File: config.mk
export PLATFORM = sky130hd
export DESIGN_NAME = toeplitz_writer_flat
export DESIGN_NICKNAME = d
export VERILOG_FILES = /design/src/rtl/toeplitz_writer_if.sv /design/src/rtl/toeplitz_writer.sv /design/src/flat_wrapper.sv
export SDC_FILE = /design/constraint.sdc
export NUM_CORES = 1
export LEC_CHECK = 0
export BUFFER_PORTS_ARGS = -buffer_cell sky130_fd_sc_hd__buf_2
export CAP_MARGIN = 20
export CORE_MARGIN = 5
export CORE_UTILIZATION = 50
export CTS_CLUSTER_DIAMETER = 30
export CTS_CLUSTER_SIZE = 30
export DETAILED_ROUTE_END_ITERATION = 6
export GPL_TIMING_DRIVEN = 0
export PLACE_DENSITY_LB_ADDON = 0.2
export SETUP_SLACK_MARGIN = 0.15
export SYNTH_ARGS = -nofsm -noshare
export SYNTH_HDL_FRONTEND = slang
export SYNTH_SLANG_ARGS = --single-unit
File: constraint.sdc
create_clock -name clk -period 8 [get_ports clk]
set_input_delay 0.8 -clock clk [delete_from_list [all_inputs] [get_ports clk]]
set_output_delay 0.8 -clock clk [all_outputs]
set_load 0.02 [all_outputs]
File: src/rtl/toeplitz_writer_if.sv
// Toeplitz writer bus: start request, packed result-vector handshake and memory write port.
interface toeplitz_writer_if #(
    parameter int unsigned MaxWidth   = 9,
    parameter int unsigned Depth      = 32,
    parameter int unsigned DataWidth  = 8,
    parameter int unsigned AddrWidth  = $clog2(Depth),
    parameter int unsigned CountWidth = $clog2(MaxWidth + 1)
);
    logic                            writeEn;
    logic [AddrWidth-1:0]            startAddr;
    logic [AddrWidth-1:0]            outputSize;
    logic [MaxWidth*DataWidth-1:0]   dataIn;
    logic                            dataValid;
    logic [CountWidth-1:0]           validCount;
    logic                            dataReady;
    logic                            writeReq;
    logic [AddrWidth-1:0]            writeAddr;
    logic [DataWidth-1:0]            writeData;
    logic                            finished;

    // Upstream / controller side
    modport master (
        output writeEn, startAddr, outputSize, dataIn, dataValid, validCount,
        input  dataReady, writeReq, writeAddr, writeData, finished
    );

    // Writer side
    modport slave (
        input  writeEn, startAddr, outputSize, dataIn, dataValid, validCount,
        output dataReady, writeReq, writeAddr, writeData, finished
    );
endinterface

File: src/rtl/toeplitz_writer.sv
// Toeplitz writeback: serializes packed result vectors, one byte per cycle, into a
// row-major outputSize x outputSize map at startAddr.
// Optional build macro WRITER_RELU_EN: clamp negative (signed) lanes to zero on write.
module toeplitz_writer #(
    parameter int unsigned MaxWidth   = 9,
    parameter int unsigned Depth      = 32,
    parameter int unsigned DataWidth  = 8,
    parameter int unsigned AddrWidth  = $clog2(Depth),
    parameter int unsigned CountWidth = $clog2(MaxWidth + 1)
) (
    input  logic                clk,
    input  logic                rst,
    toeplitz_writer_if.slave    bus
);

    localparam int unsigned TotalWidth = 2 * AddrWidth;

    typedef logic [MaxWidth-1:0][DataWidth-1:0] laneVecT;

    typedef enum logic [2:0] {
        IDLE,
        INIT,
        WAITING,
        WRITE,
        DONE
    } stateT;

    stateT                  state, stateNext;
    logic [AddrWidth-1:0]   startQ, startD;
    logic [AddrWidth-1:0]   sizeQ, sizeD;
    logic [TotalWidth-1:0]  totalQ, totalD;
    logic [TotalWidth-1:0]  writtenQ, writtenD;
    logic [AddrWidth-1:0]   addrQ, addrD;
    laneVecT                laneBufQ, laneBufD;
    logic [CountWidth-1:0]  lanesQ, lanesD;
    logic [CountWidth-1:0]  laneQ, laneD;
    logic                   dataReadyQ, dataReadyD;
    logic                   writeReqQ, writeReqD;
    logic [AddrWidth-1:0]   writeAddrQ, writeAddrD;
    logic [DataWidth-1:0]   writeDataQ, writeDataD;
    logic                   finishedQ, finishedD;

    logic [TotalWidth-1:0]  mapTotal;
    logic [CountWidth-1:0]  validLanes;

    // Select one lane out of a packed vector; out-of-range indices read as zero
    function automatic logic [DataWidth-1:0] laneOf(input laneVecT vec, input logic [CountWidth-1:0] idx);
        logic [DataWidth-1:0] r;
        r = '0;
        for (int i = 0; i < int'(MaxWidth); i++) begin
            if (idx == CountWidth'(i)) begin
                r = vec[i];
            end
        end
        return r;
    endfunction

    // Output-byte transform applied right at the writeData register
    function automatic logic [DataWidth-1:0] clampLane(input logic [DataWidth-1:0] v);
`ifdef WRITER_RELU_EN
        return v[DataWidth-1] ? '0 : v;
`else
        return v;
`endif
    endfunction

    // Map size and lane-count clamp
    assign mapTotal   = TotalWidth'(sizeQ) * TotalWidth'(sizeQ);
    assign validLanes = (bus.validCount > CountWidth'(MaxWidth)) ? CountWidth'(MaxWidth) : bus.validCount;

    // State and datapath registers
    always_ff @(posedge clk) begin
        if (rst) begin
            state      <= IDLE;
            startQ     <= '0;
            sizeQ      <= '0;
            totalQ     <= '0;
            writtenQ   <= '0;
            addrQ      <= '0;
            laneBufQ   <= '0;
            lanesQ     <= '0;
            laneQ      <= '0;
            dataReadyQ <= 1'b0;
            writeReqQ  <= 1'b0;
            writeAddrQ <= '0;
            writeDataQ <= '0;
            finishedQ  <= 1'b0;
        end else begin
            state      <= stateNext;
            startQ     <= startD;
            sizeQ      <= sizeD;
            totalQ     <= totalD;
            writtenQ   <= writtenD;
            addrQ      <= addrD;
            laneBufQ   <= laneBufD;
            lanesQ     <= lanesD;
            laneQ      <= laneD;
            dataReadyQ <= dataReadyD;
            writeReqQ  <= writeReqD;
            writeAddrQ <= writeAddrD;
            writeDataQ <= writeDataD;
            finishedQ  <= finishedD;
        end
    end

    // Next-state and next-output logic; addrQ is the address of the next write,
    // which equals startAddr + row*outputSize + col because the map is row-major and contiguous
    always_comb begin
        stateNext  = state;
        startD     = startQ;
        sizeD      = sizeQ;
        totalD     = totalQ;
        writtenD   = writtenQ;
        addrD      = addrQ;
        laneBufD   = laneBufQ;
        lanesD     = lanesQ;
        laneD      = laneQ;
        writeReqD  = 1'b0;
        writeAddrD = writeAddrQ;
        writeDataD = writeDataQ;
        dataReadyD = 1'b0;
        finishedD  = 1'b0;

        unique case (state)
            IDLE: begin
                if (bus.writeEn) begin
                    startD    = bus.startAddr;
                    sizeD     = bus.outputSize;
                    stateNext = INIT;
                end
            end
            INIT: begin
                totalD    = mapTotal;
                writtenD  = '0;
                addrD     = startQ;
                stateNext = (mapTotal == '0) ? DONE : WAITING;
            end
            WAITING: begin
                if (bus.dataValid && (validLanes != '0)) begin
                    laneBufD   = laneVecT'(bus.dataIn);
                    lanesD     = validLanes;
                    laneD      = '0;
                    writeReqD  = 1'b1;
                    writeAddrD = addrQ;
                    writeDataD = clampLane(laneOf(laneVecT'(bus.dataIn), '0));
                    addrD      = addrQ + AddrWidth'(1);
                    writtenD   = writtenQ + TotalWidth'(1);
                    stateNext  = WRITE;
                end
            end
            WRITE: begin
                if (writtenQ == totalQ) begin
                    stateNext = DONE;
                end else if (laneQ == lanesQ - CountWidth'(1)) begin
                    stateNext = WAITING;
                end else begin
                    laneD      = laneQ + CountWidth'(1);
                    writeReqD  = 1'b1;
                    writeAddrD = addrQ;
                    writeDataD = clampLane(laneOf(laneBufQ, laneQ + CountWidth'(1)));
                    addrD      = addrQ + AddrWidth'(1);
                    writtenD   = writtenQ + TotalWidth'(1);
                end
            end
            DONE: begin
                stateNext = IDLE;
            end
            default: begin
                stateNext = IDLE;
            end
        endcase

        dataReadyD = (stateNext == WAITING);
        finishedD  = (stateNext == DONE);
    end

    assign bus.dataReady = dataReadyQ;
    assign bus.writeReq  = writeReqQ;
    assign bus.writeAddr = writeAddrQ;
    assign bus.writeData = writeDataQ;
    assign bus.finished  = finishedQ;

endmodule

File: src/flat_wrapper.sv
// flat-port wrapper written by rule: the top's interface ports become plain ports
module toeplitz_writer_flat 
#(
    parameter int unsigned MaxWidth   = 9,
    parameter int unsigned Depth      = 32,
    parameter int unsigned DataWidth  = 8,
    parameter int unsigned AddrWidth  = $clog2(Depth),
    parameter int unsigned CountWidth = $clog2(MaxWidth + 1)
)
  (clk, rst, bus_writeEn, bus_startAddr, bus_outputSize, bus_dataIn, bus_dataValid, bus_validCount, bus_dataReady, bus_writeReq, bus_writeAddr, bus_writeData, bus_finished);
  toeplitz_writer_if #(.MaxWidth(MaxWidth), .Depth(Depth), .DataWidth(DataWidth), .AddrWidth(AddrWidth), .CountWidth(CountWidth)) bus_i ();
  input  logic clk;
  input  logic rst;
  input wire logic [$bits(bus_i.writeEn)-1:0] bus_writeEn;
  input wire logic [$bits(bus_i.startAddr)-1:0] bus_startAddr;
  input wire logic [$bits(bus_i.outputSize)-1:0] bus_outputSize;
  input wire logic [$bits(bus_i.dataIn)-1:0] bus_dataIn;
  input wire logic [$bits(bus_i.dataValid)-1:0] bus_dataValid;
  input wire logic [$bits(bus_i.validCount)-1:0] bus_validCount;
  output wire logic [$bits(bus_i.dataReady)-1:0] bus_dataReady;
  output wire logic [$bits(bus_i.writeReq)-1:0] bus_writeReq;
  output wire logic [$bits(bus_i.writeAddr)-1:0] bus_writeAddr;
  output wire logic [$bits(bus_i.writeData)-1:0] bus_writeData;
  output wire logic [$bits(bus_i.finished)-1:0] bus_finished;
  assign bus_i.writeEn = bus_writeEn;
  assign bus_i.startAddr = bus_startAddr;
  assign bus_i.outputSize = bus_outputSize;
  assign bus_i.dataIn = bus_dataIn;
  assign bus_i.dataValid = bus_dataValid;
  assign bus_i.validCount = bus_validCount;
  assign bus_dataReady = bus_i.dataReady;
  assign bus_writeReq = bus_i.writeReq;
  assign bus_writeAddr = bus_i.writeAddr;
  assign bus_writeData = bus_i.writeData;
  assign bus_finished = bus_i.finished;
  toeplitz_writer #(.MaxWidth(MaxWidth), .Depth(Depth), .DataWidth(DataWidth), .AddrWidth(AddrWidth), .CountWidth(CountWidth)) u_core (.clk(clk), .rst(rst), .bus(bus_i));
endmodule
==> metrics.txt, run 1 <==
setup TNS 0 ns; power per cell area a little over 200 nW/µm²; Ys Warns 0; Mapped Nets 954; number of DRC markers in iteration 0 602; total gr overflow 0; Initial Util 50.3%; maximum buffer depth of the clock tree 2; top-count cell post-synth nand2_1; CP endpoint kind flip-flop; Synth area leaders dfxtp_1 (40%), nand2_1 (12%), a21oi_1 (9.3%); Syn Area/Cell approximately 7.8 µm²; Util after Layout 60.1%; Slew Limit Fails 0; Leak 3.21 nW; max-cap viol count 0; slew at the pin closest to its max-slew limit around 1.1 ns; H-tree depth 4; Worst EP arrival 4.67 ns; largest net degree at the start of global routing 17; ant diodes 0; Max VDD drop between 0.15 and 0.2 mV; Final Cycle Share ~54%; CP startpoint kind flip-flop; Tot Pwr around 0.0016 W; Resize count post-CTS 0; #FFs+latches synth between 100 and 150; DR WL met3 between 1500 and 2000 µm; area delta synth->final 19.6%; CTS tree yes; Worst Path Max Fanout 10; average wire per standard cell roughly 17 µm; Min Hold Slack about 0.45 ns; status completed; footprint of the multi-input gates 3620 µm²; core area approximately 13000 µm²; peak per-stage delay on the critical path between 0.5 and 0.6 ns; die area 15500 µm²; library cells used by synthesis 67; # DRC 0; max_slew headroom about 26%; Filler Cell Count about 1300; Post-synth EDFFs 0; Final min period 4.34 ns; FP Rows between 40 and 50; worst hold path class flip-flop to flip-flop; CTS sink count roughly 130; Nets about 1100; Top FF cell, synth dfxtp_1; vias per cell about 5.6; fmax approximately 230 MHz; post-synthesis sequential area ratio between 40% and 50%; crit path max-delay cell type fa_1; final setup vio count 0; DIE HEIGHT approximately 120 µm; Final GP Congestion between 0.9 and 1; share of synthesized registers carrying an async set or reset 0%; WL met1 ~8900 µm; total CTS buffers 17; Die Wd around 120 µm; First-pass DRT Iterations 5; Clock transition at path regs ~0.060 ns; Post-CTS Setup Bufs 0; initial antenna violation count 0; Yosys top cell area share between 40% and 50%; Post-synth top cells nand2_1 (218), dfxtp_1 (133), a21oi_1 (122), nor2_1 (60), clkbuf_1 (39); unrepaired setup endpoints after global routing no; crit path cell chain clkbuf_1 -> nand2_1 -> fa_1 -> inv_1 -> fa_1 -> ha_1 -> a31o_2 -> ha_1 -> a21bo_1 -> o21a_1 -> a211oi_1 -> nand4_1 -> or3_1 -> a21oi_1; cell accounting for the most synthesized area dfxtp_1; Required @ worst endpoint 8.33 ns; vias in the first global route just under 6000; Crit Path Class flip-flop to flip-flop; CTS Hold Bufs 0; CP Buf/Inv Count 2; crit-path leading delay family adder cells; Final ANT Viol Nets 0; Post-Route Skew around 0.0084 ns; Routed WL 19300 µm; Root Driver clkbuf_16; hpwl dp about 14000 µm; clk_lat worst skew 0.42 ns; IO buf count ~100; Synth Cell Area 6580 µm²; DR vias about 6400; num ports between 100 and 150; first-pass GRT wire length a little over 30000 µm; share of cells above drive strength 1 16.5%; top sig layer met4; GRT Total Usage 24.4%; Syn Inst Count ~840; register area 2660 µm²; Final Hold Viols 0; WL met2 roughly 8300 µm
## registers in the layout (all words and copies together), names as in the netlist
signal	count
u_core.bus.writeAddr	5
u_core.bus.dataReady	1
u_core.state	3
u_core.lanesQ	4
u_core.laneQ	4
u_core.totalQ	9
u_core.bus.finished	1
u_core.startQ	5
u_core.writtenQ	10
u_core.addrQ	5
u_core.bus.writeData	8
u_core.laneBufQ	72
u_core.sizeQ	5
u_core.bus.writeReq	1
## worst reg2reg max path, cell delays in order (launching register included)
cell	delay [ns]
dfxtp_1	0.33
clkbuf_1	0.30
nand2_1	0.13
fa_1	0.52
inv_1	0.05
fa_1	0.45
ha_1	0.30
a31o_2	0.24
ha_1	0.34
a21bo_1	0.24
o21a_1	0.18
a211oi_1	0.33
nand4_1	0.22
or3_1	0.41
a21oi_1	0.21
## layout by cell type, fill, tap and decap left out, types with 6 or more instances in the layout
master	n
inv_1	14
a21oi_1	122
and3_1	11
xnor2_1	6
mux2i_1	12
clkbuf_16	17
clkbuf_1	40
nor2_1	60
ha_1	17
nand3_1	17
and2_1	9
or3_1	10
o21ai_0	9
a221oi_1	16
buf_2	115
dfxtp_1	133
a32o_1	7
a22oi_1	7
nor3_1	10
nand2_1	218
xor2_1	14
## kinds of logic after synthesis
family,count (synthesis),share of synthesized area (%)
AOI/OAI and AO/OA,214,21.1
xor gates and xnor gates,21,2.91
adders and majority gates,20,4.15
buffers and inverters,72,4.51
DFF,133,40.5
muxes,13,2.00
and+or+nand+nor,371,24.9
## through the flow
step                cells  cell area (µm²)  worst slack, ns
CTS                  1156             7870             3.61
finish               1156             7870             3.66
global route         1156             7870             3.35
detailed placement   1124             7320             3.64
global placement     1124             7320             3.70
floorplan             844             6580             4.17
## report_power, final
| part | internal, W | switching, W | leakage [nW] | total [W] |
|---|---|---|---|---|
| registers | 0.000685 | 0.0000179 | 1.07 | 0.000703 |
| logic | 0.0000648 | 0.000111 | 1.87 | 0.000176 |
| clock network | 0.000420 | 0.000300 | 0.265 | 0.000720 |
## per-layer routing
layer | vias up | track usage, %
met5 | - | 0
met2 | 285 | 36.5
met3 | 23 | 5.40
li1 | 3169 | -
met4 | 0 | 6.64
met1 | 2941 | 35.4
## cell type report
class	count	share of cell area, %
clock inverter	11	0.986
clock buffer	21	5.98
sequential	133	33.8
multi-input combinational	639	46.0
buffer	58	3.10
inverter	14	0.668
timing repair buffer	104	6.62
tap	176	2.80
## worst paths after layout
kind,from,endpoint,slack [ns],depth (start not counted)
worst max-delay path,u_core.sizeQ[0],u_core.bus.finished,3.66,14
worst min-delay path,u_core.laneBufQ[29],u_core.laneBufQ[29],0.45,2
worst max register to register,u_core.sizeQ[0],u_core.bus.finished,3.66,14
worst min register to register,u_core.laneBufQ[29],u_core.laneBufQ[29],0.45,2
Note: power is estimated with default switching activity, not from simulation.
==> run 2, diff against run 1 <==
==> constraint.sdc (replaced) <==
create_clock -name clk -period 3.8 [get_ports clk]
set_input_delay 0.38 -clock clk [delete_from_list [all_inputs] [get_ports clk]]
set_output_delay 0.38 -clock clk [all_outputs]
set_load 0.02 [all_outputs]
==> run 2 against run 1 <==
Against the previous run: utilization increased by 2.2 points; critical endpoint unchanged; register-to-register slack got worse by 3.6 ns; via count rose by 0.55%; combinational power rose by 130%; clock skew shrank 0.0016 ns; final cell count up 0.69%; non-clock buffer count rose by 8; clock power grew 140%; routed wire length rose by 1.2%; total power is 130% higher; die area did not move; sequential share of layout area down 1.1 points.
==> metrics.txt, run 2 (synthesized netlist as in run 1, its figures left out) <==
status completed (unchanged); Leak 3.33 nW (was 3.21 nW); ant diodes 0 (unchanged); max-cap viol count 0 (unchanged); Required @ worst endpoint 4.14 ns (was 8.33 ns); max FFs per register 72 (unchanged); CP startpoint kind flip-flop (unchanged); H-tree depth 4 (unchanged); most frequent cells in the layout nand2_1 (216), dfxtp_1 (128), a21oi_1 (118) (was nand2_1 (218), dfxtp_1 (133), a21oi_1 (122)); average wire per standard cell 16.7 µm (about the same); combinational share of power 11.3% (was 11.0%); worst setup path start u_core.sizeQ[1] (was u_core.sizeQ[0]); RR Endpoint u_core.bus.finished (unchanged); vias in the first global route 5984 (was 5851); Min Hold Slack 0.185 ns (was 0.454 ns); total CTS buffers 17 (unchanged); DIE HEIGHT 125 µm (unchanged); Die Wd 125 µm (unchanged); Worst Path Max Fanout 3 (was 10); fin worst setup slack 0.0863 ns (was 3.66 ns); HP Start bus_outputSize[3] (was u_core.laneBufQ[29]); Placed Area 7350 µm² (was 7320 µm²); Final ANT Viol Nets 0 (unchanged); First-pass DRT Iterations 5 (unchanged); hold endpoint u_core.sizeQ[3] (was u_core.laneBufQ[29]); initial antenna violation count 0 (unchanged); cell area after layout 8150 µm² (was 7870 µm²); Routed WL 19500 µm (was 19300 µm); IO buf count 104 (unchanged); pre-CTS WS -0.239 ns (was 3.64 ns); biggest regs u_core.laneBufQ (72), u_core.writtenQ (10), u_core.totalQ (9) (unchanged); Post-Route Skew 0.00678 ns (was 0.00837 ns); final setup vio count 0 (unchanged); fmax 269 MHz (was 231 MHz); DR vias 6453 (was 6418); Final Cycle Share 97.7% (was 54.2%); Hold Path Stages 3 (was 2); Max VDD drop 0.313 mV (was 0.152 mV); sw power 0.000912 W (was 0.000429 W); area delta synth->final 23.9% (was 19.6%); slew at the pin closest to its max-slew limit 0.770 ns (was 1.11 ns); Sequential Power Share 40.9% (was 44.0%); first-pass GRT wire length 30900 µm (was 30400 µm); Util after Layout 62.3% (was 60.1%); die area 15500 µm² (unchanged); total gr overflow 0 (unchanged); Worst EP arrival 4.06 ns (was 4.67 ns); largest reg by FF count u_core.laneBufQ (unchanged); CTS Hold Bufs 0 (unchanged); hpwl dp 14200 µm (was 14100 µm); maximum buffer depth of the clock tree 2 (unchanged); Clock transition at path regs 0.06 ns (about the same); FP Rows 42 (unchanged); Nets 1085 (was 1077); register area 2670 µm² (was 2660 µm²); GRT Total Usage 24.8% (was 24.4%); CTS tree yes (unchanged); number of DRC markers in iteration 0 574 (was 602); # DRC 0 (unchanged); footprint of the multi-input gates 3740 µm² (was 3620 µm²); CTS sink count 133 (unchanged); Crit Path Class flip-flop to flip-flop (unchanged); Int Power 0.00271 W (was 0.00117 W); CP endpoint kind flip-flop (unchanged); power per cell area 445 nW/µm² (was 203 nW/µm²); Switching Share 25.2% (was 26.8%); clock share of power 47.8% (was 45.0%); share of cells above drive strength 1 19.3% (was 16.5%); core area 13100 µm² (unchanged); max_slew headroom 48.0% (was 25.6%); Initial Util 50.3% (unchanged); num ports 106 (unchanged); Final Hold Viols 0 (unchanged); RR Startpoint u_core.sizeQ[1] (was u_core.sizeQ[0]); worst hold path class input pin to flip-flop (was flip-flop to flip-flop); vias per cell 5.54 (was 5.55); Root Driver clkbuf_16 (unchanged); largest net degree at the start of global routing 17 (unchanged); Final min period 3.71 ns (was 4.34 ns); clk_lat worst skew 0.42 ns (about the same); worst reg2reg path depth 14 (unchanged); R2R Setup Slk 0.09 ns (was 3.66 ns); Filler Cell Count 1197 (was 1253); commonest non-fill, non-tap cell in the layout nand2_1 (unchanged); Final GP Congestion 0.886 (was 0.909); setup TNS 0 ns (unchanged); unrepaired setup endpoints after global routing yes (was no); Slew Limit Fails 0 (unchanged)
run 2: changes by cell type in the layout (fill, tap and decap cells not counted), moves of 2 or more:
cell,change
nand2_1,-2
dfxtp_1,-5
clkbuf_1,-2
nor3_4,+2
nor3_1,-2
dfxtp_2,+4
buf_4,+8
a21oi_2,+3
bufinv_16,+4
a21oi_1,-4
run 2: worst max path at each step:
stage	end	cells past startpoint
4_1_cts	u_core.bus.finished	14
5_1_grt	u_core.bus.finished	14
6_report	u_core.bus.finished	14
3_5_place_dp	u_core.bus.finished	14
3_3_place_gp	u_core.bus.finished	13
2_1_floorplan	u_core.bus.finished	14
run 2: final cells by class:
| cell class | instances | share of cell area (%) |
|---|---|---|
| clock inverters | 13 | 2.23 |
| multi-input cells | 639 | 45.8 |
| flip-flops and latches | 133 | 32.8 |
| inverters | 14 | 0.645 |
| clock buffers | 19 | 5.43 |
| repair buffers | 112 | 7.12 |
| well taps | 176 | 2.70 |
| plain buffers | 58 | 3.25 |
run 2: layer usage:
layer / wire length, µm / track usage [%] / vias to the layer above / part of all wire, %
met2: 8440 / 37.1 / 265 / 43
met1: 9050 / 35.0 / 2986 / 46
met5: 0 / 0 / - / 0
met4: 346 / 8.12 / 0 / 1.8
met3: 1640 / 6.22 / 27 / 8.4
li1: - / - / 3175 / -
run 2: stage by stage:
stage,cells,total power [W]
2_1_floorplan,844,0.00174
3_3_place_gp,1124,0.00187
3_5_place_dp,1124,0.00188
4_1_cts,1163,0.00362
5_1_grt,1164,0.00375
6_report,1164,0.00363
run 2: what timing repair did:
item | 4_1_cts | 5_1_grt
endpoints found under the setup margin | 4 | 4
pin swaps | 13 | 8
resized for setup | 19 | 9
buffers inserted | 7 | 0
run 2: power groups by stage:
| stage | Combinational [W] | Clock (W) | Sequential, W |
|---|---|---|---|
| 6_report | 0.000409 | 0.00173 | 0.00148 |
| 5_1_grt | 0.000452 | 0.00181 | 0.00149 |
| 4_1_cts | 0.000392 | 0.00175 | 0.00148 |
| 3_5_place_dp | 0.000368 | 0 | 0.00151 |
| 3_3_place_gp | 0.000364 | 0 | 0.00151 |
| 2_1_floorplan | 0.000233 | 0 | 0.00150 |
run 2: worst max-delay path, cell delays in order (launching register included):
cell	delay, ns
dfxtp_2	0.35
buf_8	0.11
nand2_4	0.05
fa_1	0.51
inv_1	0.05
fa_1	0.43
ha_1	0.29
a31o_4	0.23
ha_4	0.27
a21bo_1	0.22
o21a_1	0.19
a211oi_2	0.21
nand4_1	0.18
or3_4	0.40
a21oi_4	0.16
==> run 3, diff against run 2 <==
--- a/config.mk
+++ b/config.mk
@@ -5,13 +5,13 @@
 export SDC_FILE = /design/constraint.sdc
 export NUM_CORES = 1
 export LEC_CHECK = 0
-export BUFFER_PORTS_ARGS = -buffer_cell sky130_fd_sc_hd__buf_2
 export CAP_MARGIN = 20
 export CORE_MARGIN = 5
 export CORE_UTILIZATION = 50
 export CTS_CLUSTER_DIAMETER = 30
 export CTS_CLUSTER_SIZE = 30
 export DETAILED_ROUTE_END_ITERATION = 6
+export DONT_BUFFER_PORTS = 1
 export GPL_TIMING_DRIVEN = 0
 export PLACE_DENSITY_LB_ADDON = 0.2
 export SETUP_SLACK_MARGIN = 0.15
==> run 3 against run 2 <==
Against the previous run: critical endpoint is now u_core.bus.dataReady; hold slack lost 0.10 ns; sequential power is essentially flat; count of clock-buffer cells in the layout is 1 higher; combinational power is 12% lower; cell area is 6.2% lower; utilization down 3.8 points; clock power down 6%.
==> metrics.txt, run 3 (synthesized netlist as in run 1, its figures left out) <==
status completed (unchanged); Clock transition at path regs 0.06 ns (about the same); Required @ worst endpoint 4.11 ns (was 4.14 ns); share of cells above drive strength 1 10.7% (was 19.3%); largest net degree at the start of global routing 17 (unchanged); most frequent cells in the layout nand2_1 (216), dfxtp_1 (128), a21oi_1 (118) (unchanged); core area 13100 µm² (unchanged); peak per-stage delay on the critical path 0.52 ns (was 0.51 ns); crit path cell chain buf_8 -> nand2_4 -> fa_1 -> inv_1 -> fa_1 -> ha_4 -> a31o_4 -> ha_4 -> a21o_1 -> a2111oi_4 -> o21a_1 -> a211oi_4 -> nand4_1 -> buf_4 -> nor3_2 -> nor4bb_2 (was buf_8 -> nand2_4 -> fa_1 -> inv_1 -> fa_1 -> ha_1 -> a31o_4 -> ha_4 -> a21bo_1 -> o21a_1 -> a211oi_2 -> nand4_1 -> or3_4 -> a21oi_4); Initial Util 50.3% (unchanged); CTS tree yes (unchanged); biggest regs u_core.laneBufQ (72), u_core.writtenQ (10), u_core.totalQ (9) (unchanged); Leak 2.90 nW (was 3.33 nW); R2R Setup Slk 0.07 ns (was 0.09 ns); worst reg2reg path depth 16 (was 14); CP endpoint kind flip-flop (unchanged); Util after Layout 58.5% (was 62.3%); First-pass DRT Iterations 6 (was 5); Worst Path Max Fanout 5 (was 3); IO buf count 0 (was 104); hpwl dp 14600 µm (was 14200 µm); fin worst setup slack 0.0651 ns (was 0.0863 ns); Final Hold Viols 0 (unchanged); crit-path leading delay family adder cells (unchanged); area delta synth->final 16.3% (was 23.9%); vias per cell 5.83 (was 5.54); max FFs per register 72 (unchanged); FP Rows 42 (unchanged); worst hold path class input pin to flip-flop (unchanged); Sequential Power Share 43.0% (was 40.9%); RR Endpoint u_core.bus.dataReady (was u_core.bus.finished); Final Cycle Share 98.3% (was 97.7%); crit path max-delay cell type fa_1 (unchanged); max-cap viol count 0 (unchanged); Int Power 0.00254 W (was 0.00271 W); Crit Path Class flip-flop to flip-flop (unchanged); combinational share of power 10.3% (was 11.3%); DIE HEIGHT 125 µm (unchanged); RR Startpoint u_core.sizeQ[1] (unchanged); Routed WL 19600 µm (was 19500 µm); sw power 0.000932 W (was 0.000912 W); CTS sink count 133 (unchanged); Final ANT Viol Nets 0 (unchanged); max_slew headroom 49.8% (was 48.0%); average wire per standard cell 18.4 µm (was 16.7 µm); Filler Cell Count 1196 (was 1197); hold endpoint u_core.laneBufQ[31] (was u_core.sizeQ[3]); GRT Total Usage 24.9% (was 24.8%); unrepaired setup endpoints after global routing yes (unchanged); Slew Limit Fails 0 (unchanged); pre-CTS WS -0.262 ns (was -0.239 ns); Die Wd 125 µm (unchanged); register area 2670 µm² (unchanged); Root Driver clkbuf_16 (unchanged); CP startpoint kind flip-flop (unchanged); commonest non-fill, non-tap cell in the layout nand2_1 (unchanged); initial antenna violation count 0 (unchanged); Hold Path Stages 2 (was 3); HP Start bus_dataIn[31] (was bus_outputSize[3]); total CTS buffers 17 (unchanged); Final GP Congestion 0.940 (was 0.886); total gr overflow 0 (unchanged); DR vias 6203 (was 6453); H-tree depth 4 (unchanged); power per cell area 454 nW/µm² (was 445 nW/µm²); Worst EP arrival 4.05 ns (was 4.06 ns); CTS Hold Bufs 0 (unchanged); clock share of power 46.7% (was 47.8%); footprint of the multi-input gates 3760 µm² (was 3740 µm²); Max VDD drop 0.328 mV (was 0.313 mV); Final min period 3.73 ns (was 3.71 ns); Switching Share 26.9% (was 25.2%); slew at the pin closest to its max-slew limit 0.747 ns (was 0.770 ns); vias in the first global route 6036 (was 5984); setup TNS 0 ns (unchanged); final setup vio count 0 (unchanged); clk_lat worst skew 0.43 ns (was 0.42 ns); largest reg by FF count u_core.laneBufQ (unchanged); die area 15500 µm² (unchanged); ant diodes 0 (unchanged); first-pass GRT wire length 31000 µm (was 30900 µm); fmax 268 MHz (was 269 MHz); maximum buffer depth of the clock tree 2 (unchanged); CP Buf/Inv Count 3 (was 2); Nets 985 (was 1085); num ports 106 (unchanged); number of DRC markers in iteration 0 555 (was 574); # DRC 0 (unchanged); Post-Route Skew 0.0120 ns (was 0.00678 ns)
==> run 3: cell types whose count changed in the layout (fill, tap and decap cells not counted), sizes merged <==
cell      before  now
buf          131   31
bufinv         4    1
clkbuf        58   59
clkinv         7    5
clkinvlp       2    1
inv           14   19
==> run 3: power groups by stage <==
stage          registers (W)  logic (W)  clock network (W)
6_report             0.00149   0.000358            0.00162
5_1_grt              0.00149   0.000399            0.00169
4_1_cts              0.00149   0.000336            0.00163
3_5_place_dp         0.00152   0.000310                  0
3_3_place_gp         0.00152   0.000299                  0
2_1_floorplan        0.00150   0.000233                  0
==> run 3: final cells by class <==
cell class	count	area share (%)
tap	176	2.88
multi-input combinational	639	49.2
buffer	58	3.47
timing repair buffer	12	1.18
sequential	133	34.9
clock buffer	20	6.10
clock inverter	12	1.54
inverter	14	0.687
==> run 3: worst max path at each step <==
| stage | from | end | depth (start not counted) |
|---|---|---|---|
| after floorplan | u_core.sizeQ[0] | u_core.bus.finished | 14 |
| after global placement | u_core.sizeQ[2] | u_core.bus.finished | 13 |
| after detailed placement | u_core.sizeQ[2] | u_core.bus.finished | 13 |
| after CTS | u_core.sizeQ[1] | u_core.bus.finished | 14 |
| after global routing | u_core.sizeQ[1] | u_core.bus.finished | 15 |
| final | u_core.sizeQ[1] | u_core.bus.dataReady | 16 |
==> run 3: worst reg2reg max path: cells and delay by family (launching register included) <==
family | cells | cell delay (ns)
AO/OA/AOI/OAI | 5 | 0.99
adder cells (fa/ha/maj) | 4 | 1.40
buffers and inverters | 3 | 0.30
flip-flops | 1 | 0.35
AND/OR/NAND/NOR | 4 | 0.58
==> run 3: timing repair <==
item | in CTS | in global routing
pin swaps | 15 | 9
setup endpoints to repair | 4 | 4
buffers inserted | 8 | 3
gates cloned | 0 | 0
gates resized for setup | 19 | 12
==> run 3: per-layer routing <==
metal  GRT usage (%)  up-vias  part of all wire, %
li1                -     2985                    -
met1            32.5     2907                   42
met2            38.4      285                   45
met3            9.65       26                   11
met4            7.41        0                  1.6
met5               0        -                    0
==> run 3: metrics by stage <==
stage / hold WS (ns) / power, W / instances / area, µm²
after floorplan: 0.436 / 0.00174 / 844 / 6610
after global placement: 0.443 / 0.00181 / 1020 / 6830
after detailed placement: 0.447 / 0.00183 / 1020 / 6830
after CTS: 0.0656 / 0.00346 / 1060 / 7540
after global routing: 0.0773 / 0.00358 / 1064 / 7650
final: 0.0809 / 0.00347 / 1064 / 7650
